`config.mk`:
```
export PLATFORM = sky130hd
export DESIGN_NAME = train_sample_sequencer
export DESIGN_NICKNAME = d
export VERILOG_FILES = /design/src/rtl/nn_pkg.sv /design/src/rtl/train_sample_sequencer.sv
export SDC_FILE = /design/constraint.sdc
export NUM_CORES = 1
export LEC_CHECK = 0
export BUFFER_PORTS_ARGS = -buffer_cell sky130_fd_sc_hd__buf_2
export CAP_MARGIN = 20
export CORE_AREA = 2 2 48 94
export DETAILED_ROUTE_END_ITERATION = 10
export DIE_AREA = 0 0 50 96
export PLACE_DENSITY = 0.8
export SLEW_MARGIN = 15
export SYNTH_ARGS = -nofsm -noshare
export SYNTH_HDL_FRONTEND = slang
export SYNTH_SLANG_ARGS = --single-unit
export TNS_END_PERCENT = 100
```
`constraint.sdc`:
```
create_clock -name clk_i -period 3.2 [get_ports clk_i]
set_input_delay 0.16 -clock clk_i [delete_from_list [all_inputs] [get_ports clk_i]]
set_output_delay 0.16 -clock clk_i [all_outputs]
set_load 0.02 [all_outputs]
```
`src/rtl/nn_pkg.sv`:
```
// Shared types and fixed-point constants for the training sequencer and its trainer.
package nn_pkg;

    typedef enum logic [1:0] {
        IDLE   = 2'd0,
        STREAM = 2'd1,
        DONE   = 2'd2
    } seq_state_t;

    localparam logic [31:0] FP_ONE = 32'h0001_0000;

    // AND truth table: bit i set means entry i carries FP_ONE in that column.
    localparam logic [3:0] AND_X1_MASK = 4'b1100;
    localparam logic [3:0] AND_X2_MASK = 4'b1010;
    localparam logic [3:0] AND_Y_MASK  = 4'b1000;

    function automatic logic [31:0] and_entry(input logic [3:0] mask, input int idx);
        logic [31:0] v;
        v = 32'd0;
        for (int i = 0; i < 4; i++) begin
            if (idx == i && mask[i]) v = FP_ONE;
        end
        return v;
    endfunction

endpackage

```
`src/rtl/train_sample_sequencer.sv`:
```
// Streams the training table NUM_SAMPLES x TRAIN_ITERATIONS times under valid/ready.
// Optional feature: SEQ_LOAD_EN adds a table write port usable outside STREAM.
module train_sample_sequencer
    import nn_pkg::*;
#(
    parameter int NUM_SAMPLES      = 4,
    parameter int TRAIN_ITERATIONS = 10,
    parameter int SIGN             = 1,
    parameter int Q_M              = 15,
    parameter int Q_N              = 16,
    localparam int W               = SIGN + Q_M + Q_N,
    localparam int IDX_W           = $clog2(NUM_SAMPLES) + 1
) (
    input  logic             clk_i,
    input  logic             reset_ni,
    input  logic             start_i,
    input  logic             ready_i,
`ifdef SEQ_LOAD_EN
    input  logic             wr_en_i,
    input  logic [IDX_W-1:0] wr_addr_i,
    input  logic [W-1:0]     wr_x1_i,
    input  logic [W-1:0]     wr_x2_i,
    input  logic [W-1:0]     wr_y_i,
`endif
    output logic             valid_o,
    output logic [W-1:0]     train_x1_o,
    output logic [W-1:0]     train_x2_o,
    output logic [W-1:0]     train_out_o,
    output logic [IDX_W-1:0] sample_idx_o,
    output logic [7:0]       epoch_o,
    output logic             last_o,
    output logic             done_o,
    output seq_state_t       state_o
);

    localparam logic [IDX_W-1:0] LAST_IDX   = IDX_W'(NUM_SAMPLES - 1);
    localparam logic [7:0]       LAST_EPOCH = 8'(TRAIN_ITERATIONS - 1);

    seq_state_t       state, state_n;
    logic             valid_q, valid_n, last_q, last_n, done_q, done_n, load;
    logic [IDX_W-1:0] idx_q, idx_n;
    logic [7:0]       epoch_q, epoch_n;
    logic [W-1:0]     x1_q, x1_n, x2_q, x2_n, y_q, y_n;

    logic [W-1:0] tab_x1 [NUM_SAMPLES];
    logic [W-1:0] tab_x2 [NUM_SAMPLES];
    logic [W-1:0] tab_y  [NUM_SAMPLES];

`ifdef SEQ_LOAD_EN
    always_ff @(posedge clk_i or negedge reset_ni) begin
        if (!reset_ni) begin
            for (int i = 0; i < NUM_SAMPLES; i++) begin
                tab_x1[i] <= W'(and_entry(AND_X1_MASK, i));
                tab_x2[i] <= W'(and_entry(AND_X2_MASK, i));
                tab_y[i]  <= W'(and_entry(AND_Y_MASK, i));
            end
        end else if (wr_en_i && state != STREAM && wr_addr_i < IDX_W'(NUM_SAMPLES)) begin
            for (int i = 0; i < NUM_SAMPLES; i++) begin
                if (wr_addr_i == IDX_W'(i)) begin
                    tab_x1[i] <= wr_x1_i;
                    tab_x2[i] <= wr_x2_i;
                    tab_y[i]  <= wr_y_i;
                end
            end
        end
    end
`else
    always_comb begin
        for (int i = 0; i < NUM_SAMPLES; i++) begin
            tab_x1[i] = W'(and_entry(AND_X1_MASK, i));
            tab_x2[i] = W'(and_entry(AND_X2_MASK, i));
            tab_y[i]  = W'(and_entry(AND_Y_MASK, i));
        end
    end
`endif

    always_ff @(posedge clk_i or negedge reset_ni) begin
        if (!reset_ni) begin
            state   <= IDLE;
            valid_q <= 1'b0;
            last_q  <= 1'b0;
            done_q  <= 1'b0;
            idx_q   <= '0;
            epoch_q <= '0;
            x1_q    <= '0;
            x2_q    <= '0;
            y_q     <= '0;
        end else begin
            state   <= state_n;
            valid_q <= valid_n;
            last_q  <= last_n;
            done_q  <= done_n;
            idx_q   <= idx_n;
            epoch_q <= epoch_n;
            x1_q    <= x1_n;
            x2_q    <= x2_n;
            y_q     <= y_n;
        end
    end

    always_comb begin
        state_n = state;
        valid_n = valid_q;
        last_n  = last_q;
        done_n  = done_q;
        idx_n   = idx_q;
        epoch_n = epoch_q;
        load    = 1'b0;
        case (state)
            IDLE, DONE: begin
                if (start_i) begin
                    state_n = STREAM;
                    valid_n = 1'b1;
                    done_n  = 1'b0;
                    idx_n   = '0;
                    epoch_n = '0;
                    last_n  = (LAST_IDX == '0) && (LAST_EPOCH == 8'd0);
                    load    = 1'b1;
                end
            end
            STREAM: begin
                if (ready_i) begin
                    if (last_q) begin
                        state_n = DONE;
                        valid_n = 1'b0;
                        last_n  = 1'b0;
                        done_n  = 1'b1;
                    end else begin
                        if (idx_q == LAST_IDX) begin
                            idx_n   = '0;
                            epoch_n = epoch_q + 8'd1;
                        end else begin
                            idx_n = idx_q + IDX_W'(1);
                        end
                        last_n = (idx_n == LAST_IDX) && (epoch_n == LAST_EPOCH);
                        load   = 1'b1;
                    end
                end
            end
            default: state_n = IDLE;
        endcase

        // Data registers capture the next sample on the same edge as its index.
        x1_n = x1_q;
        x2_n = x2_q;
        y_n  = y_q;
        if (load) begin
            for (int i = 0; i < NUM_SAMPLES; i++) begin
                if (idx_n == IDX_W'(i)) begin
                    x1_n = tab_x1[i];
                    x2_n = tab_x2[i];
                    y_n  = tab_y[i];
                end
            end
        end
    end

    assign valid_o      = valid_q;
    assign train_x1_o   = x1_q;
    assign train_x2_o   = x2_q;
    assign train_out_o  = y_q;
    assign sample_idx_o = idx_q;
    assign epoch_o      = epoch_q;
    assign last_o       = last_q;
    assign done_o       = done_q;
    assign state_o      = state;

endmodule

```
==> impl_metrics.env, run 1 <==
export IMPL_die_y_um=96
export IMPL_hold_ws_ns=0.146
export IMPL_vdd_drop_max_uv=337
export IMPL_status="finished clean"
export IMPL_hold_path_class="primary input to flop"
export IMPL_grt_pass1_wl_mm=4.77
export IMPL_fp_dieW_um=50
export IMPL_drive_gt1_share_pct=13.0
export IMPL_hpwl_mm=2.42
export IMPL_synth_ff_type="dfrtp_1"
export IMPL_crit_family="simple AND/OR/NAND/NOR gates"
export IMPL_drt_iter0_markers=19
export IMPL_gr_total_overflow=0
export IMPL_ctsHtreeMaxLevel=1
export IMPL_timing_final_crit_share_pct=63.2
export IMPL_syn_avg_cell_area_sq_um=8.38
export IMPL_grt_pass1_vias=1112
export IMPL_drtAntennaViolNets=0
export IMPL_drc=0
export IMPL_worst_pin_slew_ns=0.542
export IMPL_drtPass1Iterations=4
export IMPL_crit_chain="ha_1 -> nor2b_1 -> nor3b_1 -> o211ai_1 -> o41ai_2"
export IMPL_grt_max_degree=20
export IMPL_wirelength_mm=3.07
export IMPL_r2r_start="sample_idx_o[0]$_DFF_PN0_"
export IMPL_yosysSeqAreaShare_pct=25.9
export IMPL_clk_pin_slew_ns=0.08
export IMPL_core_sq_mm=0.00409
export IMPL_nNetsFinal=246
export IMPL_cts_made_buffers=3
export IMPL_period_minus_slack_ns=2.02
export IMPL_hp_start="start_i"
export IMPL_r2r_end="last_o$_DFFE_PN0P_"
export IMPL_rows=33
export IMPL_path_class="flop to flop"
export IMPL_cp_start_kind="flop"
export IMPL_synth_seq_cells=19
export IMPL_maxSlewViolCount=0
export IMPL_cpPeakStageDelay_ns=0.50
export IMPL_antenna_found_initial=0
export IMPL_required_ns=3.37
export IMPL_critical_path_buf_inv_count=0
export IMPL_final_cell_mix="93 x conb_1, 22 x buf_2, 19 x dfrtp_1"
export IMPL_synth_edf_count=0
export IMPL_power_leakage_nw=0.918
export IMPL_cap_viol_max_count=0
export IMPL_tritoncts="done"
export IMPL_end_kind="flop"
export IMPL_worstHoldEndpoint="state_o[1]$_DFFE_PN0P_"
export IMPL_hold_viol=0
export IMPL_finClkSkew_ns=0.00289
export IMPL_via_per_inst=4.40
export IMPL_antennaDiodeCount=0
export IMPL_cts_buffer_depth=2
export IMPL_grt_use_total_pct=12.9
export IMPL_rsz0062_at_grt="no"
export IMPL_critical_path_arrival_ns=2.19
export IMPL_cts_setup_buffers=0
export IMPL_netlist_area_sq_mm=0.00184
export IMPL_synth_warnings=0
export IMPL_die_area_sq_mm=0.00480
export IMPL_synth_cell_types=42
export IMPL_max_freq_mhz=495
export IMPL_relSlewSlack_pct=63.8
export IMPL_io_pins=116
export IMPL_ys_async_sr_fraction_pct=100
export IMPL_min_path_cells=2
export IMPL_cts_root_buf="clkbuf_8"
export IMPL_via_count=1275
export IMPL_clkLatencyLatePin_ns=0.26
export IMPL_start_util_pct=44.9
export IMPL_numPortBuffers=22
export IMPL_area_growth_pct=-8.52
export IMPL_wire_per_inst_um=10.6
export IMPL_crit_slowest_cell="nor2b_1"
export IMPL_gp_congestion=0.883
export IMPL_reg2reg_slack_ns=1.18
export IMPL_setup_viol=0
export IMPL_finalSetupTns_ns=0
export IMPL_synth_cells=219
export IMPL_critPathMaxFanout=8
export IMPL_mostFrequentLayoutCell="conb_1"
export IMPL_cts_num_sinks=19
export IMPL_reg2regPathDepth=5
export IMPL_power_density_mw_per_mm2=532
## report_power, final
| group | total [W] | internal [W] | switching [W] | leakage (nW) |
|---|---|---|---|---|
| clock | 0.000177 | 0.0000869 | 0.0000897 | 0.0255 |
| combinational | 0.000380 | 0.000104 | 0.000276 | 0.645 |
| sequential | 0.000337 | 0.000285 | 0.0000516 | 0.248 |
## flip-flops by register name, summed over array words and instances (netlist names)
register      flops
sample_idx_o      3
train_x1_o        1
epoch_o           8
valid_o           1
state_o           2
train_out_o       1
done_o            1
train_x2_o        1
last_o            1
## synthesized netlist by cell type (all sizes together), types with 3 or more instances
cell,count,area (sq um)
a21oi,12,60.1
buf,97,724
clkbuf,4,16.3
dfrtp,19,475
ha,3,37.5
inv,5,18.8
nand2,12,45.0
nand3,6,30.0
nor2,9,33.8
nor2b,4,25.0
nor3b,3,22.5
o21ai,12,60.1
## cell type report
| cell class | instances | area (sq um) |
|---|---|---|
| Clock inverter | 1 | 5.00 |
| Multi-Input combinational cell | 186 | 946 |
| Clock buffer | 3 | 41.3 |
| Sequential cell | 19 | 475 |
| Tap cell | 52 | 65.1 |
| Timing Repair Buffer | 24 | 128 |
| Inverter | 5 | 18.8 |
| Fill cell | 451 | 2410 |
## stage by stage
step / power [W] / cells / cell area (sq um) / worst slack, ns / util, %
after floorplan: 0.000712 / 311 / 2180 / 1.25 / -
after global placement: 0.000713 / 285 / 1620 / 1.31 / 39.7
after detailed placement: 0.000719 / 285 / 1620 / 1.24 / 39.7
after CTS: 0.000895 / 290 / 1680 / 1.17 / 41.1
after global routing: 0.000949 / 290 / 1680 / 0.987 / 41.1
final: 0.000893 / 290 / 1680 / 1.18 / 41.1
## worst reg2reg max path: stages, from the launching register on
cell	delay, ns
dfrtp_1	0.43
ha_1	0.31
nor2b_1	0.50
nor3b_1	0.25
o211ai_1	0.13
o41ai_2	0.30
## layer usage
metal  GRT usage [%]  vias up  routed length [um]
met5               0        -                   0
met2            23.5       86                1610
li1                -      587                   -
met3            1.86        9                 279
met1            13.5      593                1090
met4            7.87        0                  87
## cells by family (layout without fill, tap and decap cells)
logic type,count (synthesis),after routing,synth area share [%]
buffers and inverters,106,33,41.4
xor gates and xnor gates,2,2,0.955
and+or+nand+nor,51,51,15.3
muxes,3,3,1.70
AOI/OAI and AO/OA,34,34,12.5
adders and majority gates,3,3,2.05
DFF,19,19,25.9
other,1,93,0.204
## what timing repair did
item                                    CTS  global route
hold buffers                              1             0
endpoints found under the setup margin    0             0
hold endpoints to repair                 19             0
resized for setup                         0             0
## how the worst max path moves through the flow
stage	start	endpoint	slack (ns)	cells after the start
global placement	sample_idx_o[0]$_DFF_PN0_	last_o$_DFFE_PN0P_	1.31	5
CTS	sample_idx_o[0]$_DFF_PN0_	last_o$_DFFE_PN0P_	1.17	5
detailed placement	sample_idx_o[0]$_DFF_PN0_	last_o$_DFFE_PN0P_	1.24	5
floorplan	sample_idx_o[0]$_DFF_PN0_	last_o$_DFFE_PN0P_	1.25	6
global route	state_o[1]$_DFFE_PN0P_	train_out_o[16]$_DFFE_PN0P_	0.99	4
finish	sample_idx_o[0]$_DFF_PN0_	last_o$_DFFE_PN0P_	1.18	5
Power figures use the tool's default switching activity.
==> run 2: changes to the inputs <==
--- a/config.mk
+++ b/config.mk
@@ -7,10 +7,10 @@
 export LEC_CHECK = 0
 export BUFFER_PORTS_ARGS = -buffer_cell sky130_fd_sc_hd__buf_2
 export CAP_MARGIN = 20
-export CORE_AREA = 2 2 48 94
+export CORE_AREA = 2 2 50 98
 export DETAILED_ROUTE_END_ITERATION = 10
-export DIE_AREA = 0 0 50 96
-export PLACE_DENSITY = 0.8
+export DIE_AREA = 0 0 52 100
+export PLACE_DENSITY = 0.74
 export SLEW_MARGIN = 15
 export SYNTH_ARGS = -nofsm -noshare
 export SYNTH_HDL_FRONTEND = slang
==> constraint.sdc (replaced) <==
create_clock -name clk_i -period 2.05 [get_ports clk_i]
set_input_delay 0.1025 -clock clk_i [delete_from_list [all_inputs] [get_ports clk_i]]
set_output_delay 0.1025 -clock clk_i [all_outputs]
set_load 0.02 [all_outputs]
==> impl_metrics.env, run 2 (synthesis gave the netlist of run 1 again) <==
export IMPL_antenna_found_initial=0
export IMPL_worstHoldEndpoint="done_o$_DFFE_PN0P_"
export IMPL_gp_congestion=0.797
export IMPL_n_fill_cell=474
export IMPL_critical_path_arrival_ns=2.13
export IMPL_mostFrequentLayoutCell="conb_1"
export IMPL_rows=35
export IMPL_power_leakage_nw=0.930
export IMPL_hold_viol=0
export IMPL_cts_num_sinks=19
export IMPL_end_kind="flop"
export IMPL_cts_root_buf="clkbuf_8"
export IMPL_path_class="flop to flop"
export IMPL_area_growth_pct=-7.09
export IMPL_grtUsageMet3_pct=2.08
export IMPL_maxSlewViolCount=0
export IMPL_hpwl_mm=2.34
export IMPL_r2r_end="last_o$_DFFE_PN0P_"
export IMPL_timing_final_crit_share_pct=96.2
export IMPL_period_minus_slack_ns=1.97
export IMPL_ctsHtreeMaxLevel=1
export IMPL_clk_pin_slew_ns=0.07
export IMPL_die_y_um=100
export IMPL_die_area_sq_mm=0.00520
export IMPL_crit_chain="ha_1 -> and4b_2 -> a2111oi_4 -> nor3b_1 -> o41ai_2"
export IMPL_finalSetupTns_ns=0
export IMPL_hp_start="start_i"
export IMPL_drt_iter0_markers=34
export IMPL_numPortBuffers=22
export IMPL_r2r_start="sample_idx_o[0]$_DFF_PN0_"
export IMPL_drtAntennaViolNets=0
export IMPL_p_clk_share_pct=18.6
export IMPL_finClkSkew_ns=0.00172
export IMPL_wire_per_inst_um=10.1
export IMPL_grt_use_total_pct=10.5
export IMPL_drive_gt1_share_pct=14.1
export IMPL_grt_busiest_layer="met2"
export IMPL_final_cell_mix="93 x conb_1, 22 x buf_2, 19 x dfrtp_1"
export IMPL_use_met2_pct=17.3
export IMPL_gr_total_overflow=0
export IMPL_max_freq_mhz=507
export IMPL_fp_dieW_um=52
export IMPL_drtPass1Iterations=4
export IMPL_p_sw_w=0.000637
export IMPL_cts_buffer_depth=2
export IMPL_tritoncts="done"
export IMPL_cp_start_kind="flop"
export IMPL_comb_power_share_pct=44.3
export IMPL_via_per_inst=4.20
export IMPL_antennaDiodeCount=0
export IMPL_core_sq_mm=0.00451
export IMPL_reg2regPathDepth=5
export IMPL_status="finished clean"
export IMPL_largest_reg_flops=8
export IMPL_wirelength_mm=3.00
export IMPL_vdd_drop_max_uv=580
export IMPL_rsz0062_at_grt="no"
export IMPL_critPathMaxFanout=8
export IMPL_cap_viol_max_count=0
export IMPL_start_util_pct=40.7
export IMPL_setup_viol=0
export IMPL_total_power_w=0.00140
export IMPL_nNetsFinal=249
export IMPL_power_frac_seq_pct=37.1
export IMPL_reg2reg_slack_ns=0.08
export IMPL_drc=0
export IMPL_cts_made_buffers=3
export IMPL_use_met1_pct=13.7
export IMPL_swShare_pct=45.5
export IMPL_clkLatencyLatePin_ns=0.26
export IMPL_min_path_cells=2
export IMPL_via_count=1244
export IMPL_p_int_w=0.000764
export IMPL_grt_pass1_vias=923
export IMPL_grt_max_degree=20
export IMPL_io_pins=116
export IMPL_crit_slowest_cell="dfrtp_1"
export IMPL_power_density_mw_per_mm2=822
export IMPL_hold_path_class="primary input to flop"
export IMPL_grt_pass1_wl_mm=4.26
export IMPL_required_ns=2.21
export IMPL_cpPeakStageDelay_ns=0.44
-- run 2: cell count changes in the layout (fill, tap and decap cells not counted) --
cell	delta
buf_4	+3
and4b_1	-1
clkinv_2	-1
clkbuf_1	+1
and4b_2	+1
-- run 2: worst max-delay path, delay by kind of cell, from the launching register on --
family          cells  cell delay, ns
compound gates      2            0.68
fa+ha+maj           1            0.31
flops               1            0.44
simple gates        2            0.45
-- run 2: repair_timing --
| action | 4_1_cts | 5_1_grt |
|---|---|---|
| resized for setup | 0 | 1 |
| setup buffers | 0 | 0 |
| setup endpoints to repair | 0 | 1 |
| endpoints found under the hold margin | 19 | 0 |
| hold buffers | 1 | 0 |
-- run 2: final cells by class --
type	count	area (sq um)	share of cell area, %
Clock buffer	4	45.0	2.64
Inverter	5	18.8	1.10
Multi-Input combinational cell	186	947	55.5
Sequential cell	19	475	27.9
Tap cell	55	68.8	4.04
Timing Repair Buffer	27	150	8.80
-- run 2: how the worst max path moves through the flow --
stage	to	cells after the start	slack [ns]	startpoint
finish	last_o$_DFFE_PN0P_	5	0.08	sample_idx_o[0]$_DFF_PN0_
global placement	last_o$_DFFE_PN0P_	5	0.16	sample_idx_o[0]$_DFF_PN0_
detailed placement	last_o$_DFFE_PN0P_	5	0.08	sample_idx_o[0]$_DFF_PN0_
CTS	last_o$_DFFE_PN0P_	5	0.05	sample_idx_o[0]$_DFF_PN0_
global route	last_o$_DFFE_PN0P_	5	0.006	sample_idx_o[0]$_DFF_PN0_
floorplan	last_o$_DFFE_PN0P_	6	0.10	sample_idx_o[0]$_DFF_PN0_
-- run 2: per-layer routing --
layer,wire (um),up-vias
met2,1620,55
met3,220,3
met1,1130,596
li1,-,590
met5,0,-
met4,32,0
-- run 2: power by group through the flow --
stage,sequential [W],clock (W),combinational [W]
4_1_cts,0.000518,0.000274,0.000621
3_3_place_gp,0.000514,0,0.000607
5_1_grt,0.000531,0.000288,0.000677
2_1_floorplan,0.000601,0,0.000511
3_5_place_dp,0.000524,0,0.000617
6_report,0.000519,0.000261,0.000621
-- run 2: per-stage QoR --
step           hold WS, ns  setup WS (ns)  std cells  area (sq um)  utilization (%)
6_report            0.0884         0.0778        296          1710             37.8
3_5_place_dp        0.0716         0.0796        291          1650             36.6
5_1_grt             0.0941        0.00579        296          1710             37.8
2_1_floorplan       -0.193          0.100        311          2180                -
4_1_cts             0.0817         0.0549        296          1700             37.8
3_3_place_gp        0.0629          0.161        291          1650             36.6
==> run 3: changes to the inputs <==
--- a/config.mk
+++ b/config.mk
@@ -7,10 +7,11 @@
 export LEC_CHECK = 0
 export BUFFER_PORTS_ARGS = -buffer_cell sky130_fd_sc_hd__buf_2
 export CAP_MARGIN = 20
-export CORE_AREA = 2 2 50 98
+export CORE_AREA = 2 2 48 94
 export DETAILED_ROUTE_END_ITERATION = 10
-export DIE_AREA = 0 0 52 100
-export PLACE_DENSITY = 0.74
+export DIE_AREA = 0 0 50 96
+export HOLD_SLACK_MARGIN = 0.15
+export PLACE_DENSITY = 0.8
 export SLEW_MARGIN = 15
 export SYNTH_ARGS = -nofsm -noshare
 export SYNTH_HDL_FRONTEND = slang
==> constraint.sdc (replaced) <==
create_clock -name clk_i -period 2.5 [get_ports clk_i]
set_input_delay 0.125 -clock clk_i [delete_from_list [all_inputs] [get_ports clk_i]]
set_output_delay 0.125 -clock clk_i [all_outputs]
set_load 0.02 [all_outputs]
==> impl_metrics.env, run 3 (synthesis gave the netlist of run 1 again) <==
export IMPL_status="finished clean"
export IMPL_gp_congestion=0.899
export IMPL_wirelength_mm=3.12
export IMPL_worstHoldEndpoint="state_o[0]$_DFFE_PN0P_"
export IMPL_end_kind="flop"
export IMPL_gr_total_overflow=0
export IMPL_crit_chain="ha_1 -> nor2b_1 -> nor3b_1 -> o211ai_1 -> o41ai_2"
export IMPL_io_pins=116
export IMPL_min_path_cells=4
export IMPL_clk_pin_slew_ns=0.07
export IMPL_crit_slowest_cell="nor2b_1"
export IMPL_rows=33
export IMPL_cts_num_sinks=19
export IMPL_period_minus_slack_ns=2.02
export IMPL_top_layer="met4"
export IMPL_area_growth_pct=-7.63
export IMPL_mostFrequentLayoutCell="conb_1"
export IMPL_r2r_start="sample_idx_o[0]$_DFF_PN0_"
export IMPL_relSlewSlack_pct=65.7
export IMPL_path_class="flop to flop"
export IMPL_critical_path_buf_inv_count=0
export IMPL_cts_made_buffers=3
export IMPL_grt_max_degree=20
export IMPL_hp_start="ready_i"
export IMPL_wire_per_inst_um=10.7
export IMPL_power_leakage_nw=0.925
export IMPL_post_cts_resize_count=0
export IMPL_die_y_um=96
export IMPL_tritoncts="done"
export IMPL_clkLatencyLatePin_ns=0.26
export IMPL_setup_viol=0
export IMPL_final_cell_mix="93 x conb_1, 22 x buf_2, 19 x dfrtp_1"
export IMPL_grt_pass1_vias=1074
export IMPL_cpPeakStageDelay_ns=0.48
export IMPL_cts_root_buf="clkbuf_8"
export IMPL_nNetsFinal=248
export IMPL_finClkSkew_ns=0.00277
export IMPL_die_area_sq_mm=0.00480
export IMPL_fp_dieW_um=50
export IMPL_max_freq_mhz=494
export IMPL_reg2regPathDepth=5
export IMPL_drtPass1Iterations=4
export IMPL_maxSlewViolCount=0
export IMPL_wl_met1_mm=1.04
export IMPL_reg2reg_slack_ns=0.48
export IMPL_critical_path_arrival_ns=2.19
export IMPL_rsz0062_at_grt="no"
export IMPL_via_count=1260
export IMPL_hpwl_mm=2.43
export IMPL_crit_family="simple AND/OR/NAND/NOR gates"
export IMPL_timing_final_crit_share_pct=81.0
export IMPL_via_per_inst=4.32
export IMPL_ctsHtreeMaxLevel=1
export IMPL_drt_iter0_markers=29
export IMPL_drive_gt1_share_pct=12.9
export IMPL_core_sq_mm=0.00409
export IMPL_cts_buffer_depth=2
export IMPL_total_power_w=0.00114
export IMPL_wl_met3_um=322
export IMPL_vdd_drop_max_uv=419
export IMPL_largest_reg_flops=8
export IMPL_cp_start_kind="flop"
export IMPL_power_density_mw_per_mm2=674
export IMPL_r2r_end="last_o$_DFFE_PN0P_"
export IMPL_worst_pin_slew_ns=0.513
export IMPL_cap_viol_max_count=0
export IMPL_antennaDiodeCount=0
export IMPL_antenna_found_initial=0
export IMPL_required_ns=2.66
export IMPL_critPathMaxFanout=8
export IMPL_start_util_pct=44.9
export IMPL_drtAntennaViolNets=0
export IMPL_wl_met2_mm=1.66
export IMPL_grt_use_total_pct=13.6
export IMPL_finalSetupTns_ns=0
export IMPL_numPortBuffers=22
export IMPL_grt_pass1_wl_mm=4.97
export IMPL_drc=0
export IMPL_hold_viol=0
export IMPL_hold_path_class="primary input to flop"
[run 3: worst reg2reg max path: stages (launching register included)]
cell and delay [ns]:
dfrtp_1 0.44, ha_1 0.31, nor2b_1 0.48, nor3b_1 0.25, o211ai_1 0.13, o41ai_2 0.32
[run 3: how the worst max path moves through the flow]
| stage | end | from | depth (start not counted) | slack, ns |
|---|---|---|---|---|
| floorplan | last_o$_DFFE_PN0P_ | sample_idx_o[0]$_DFF_PN0_ | 6 | 0.55 |
| global placement | last_o$_DFFE_PN0P_ | sample_idx_o[0]$_DFF_PN0_ | 5 | 0.61 |
| detailed placement | last_o$_DFFE_PN0P_ | sample_idx_o[0]$_DFF_PN0_ | 5 | 0.55 |
| CTS | last_o$_DFFE_PN0P_ | sample_idx_o[0]$_DFF_PN0_ | 5 | 0.48 |
| global route | last_o$_DFFE_PN0P_ | sample_idx_o[0]$_DFF_PN0_ | 5 | 0.28 |
| finish | last_o$_DFFE_PN0P_ | sample_idx_o[0]$_DFF_PN0_ | 5 | 0.48 |
[run 3: repair_timing]
item	4_1_cts	5_1_grt
setup buffers	0	0
hold buffers	2	0
hold endpoints to repair	21	0
[run 3: per-stage QoR]
stage	area, sq um	setup slack, ns	utilization [%]	hold WS [ns]	std cells
floorplan	2180	0.550	-	-0.171	311
global placement	1630	0.609	39.9	0.0949	286
detailed placement	1630	0.552	39.9	0.106	286
CTS	1700	0.484	41.5	0.209	292
global route	1700	0.282	41.5	0.238	292
finish	1700	0.475	41.5	0.209	292
[run 3: final cells by class]
class | count | area, sq um
Fill cell | 427 | 2390
Multi-Input combinational cell | 186 | 946
Sequential cell | 19 | 475
Timing Repair Buffer | 26 | 145
Tap cell | 52 | 65.1
Clock buffer | 4 | 45.0
Inverter | 5 | 18.8
[run 3: report_power, final]
| group | switching (W) | internal [W] | leakage [nW] |
|---|---|---|---|
| registers | 0.0000659 | 0.000365 | 0.248 |
| clock network | 0.000108 | 0.000114 | 0.0228 |
| logic | 0.000353 | 0.000137 | 0.654 |
[run 3: layer usage]
layer,global-route usage [%],up-vias
li1,-,588
met1,13.8,573
met2,25.2,90
met3,2.33,9
met4,7.87,0
met5,0,-
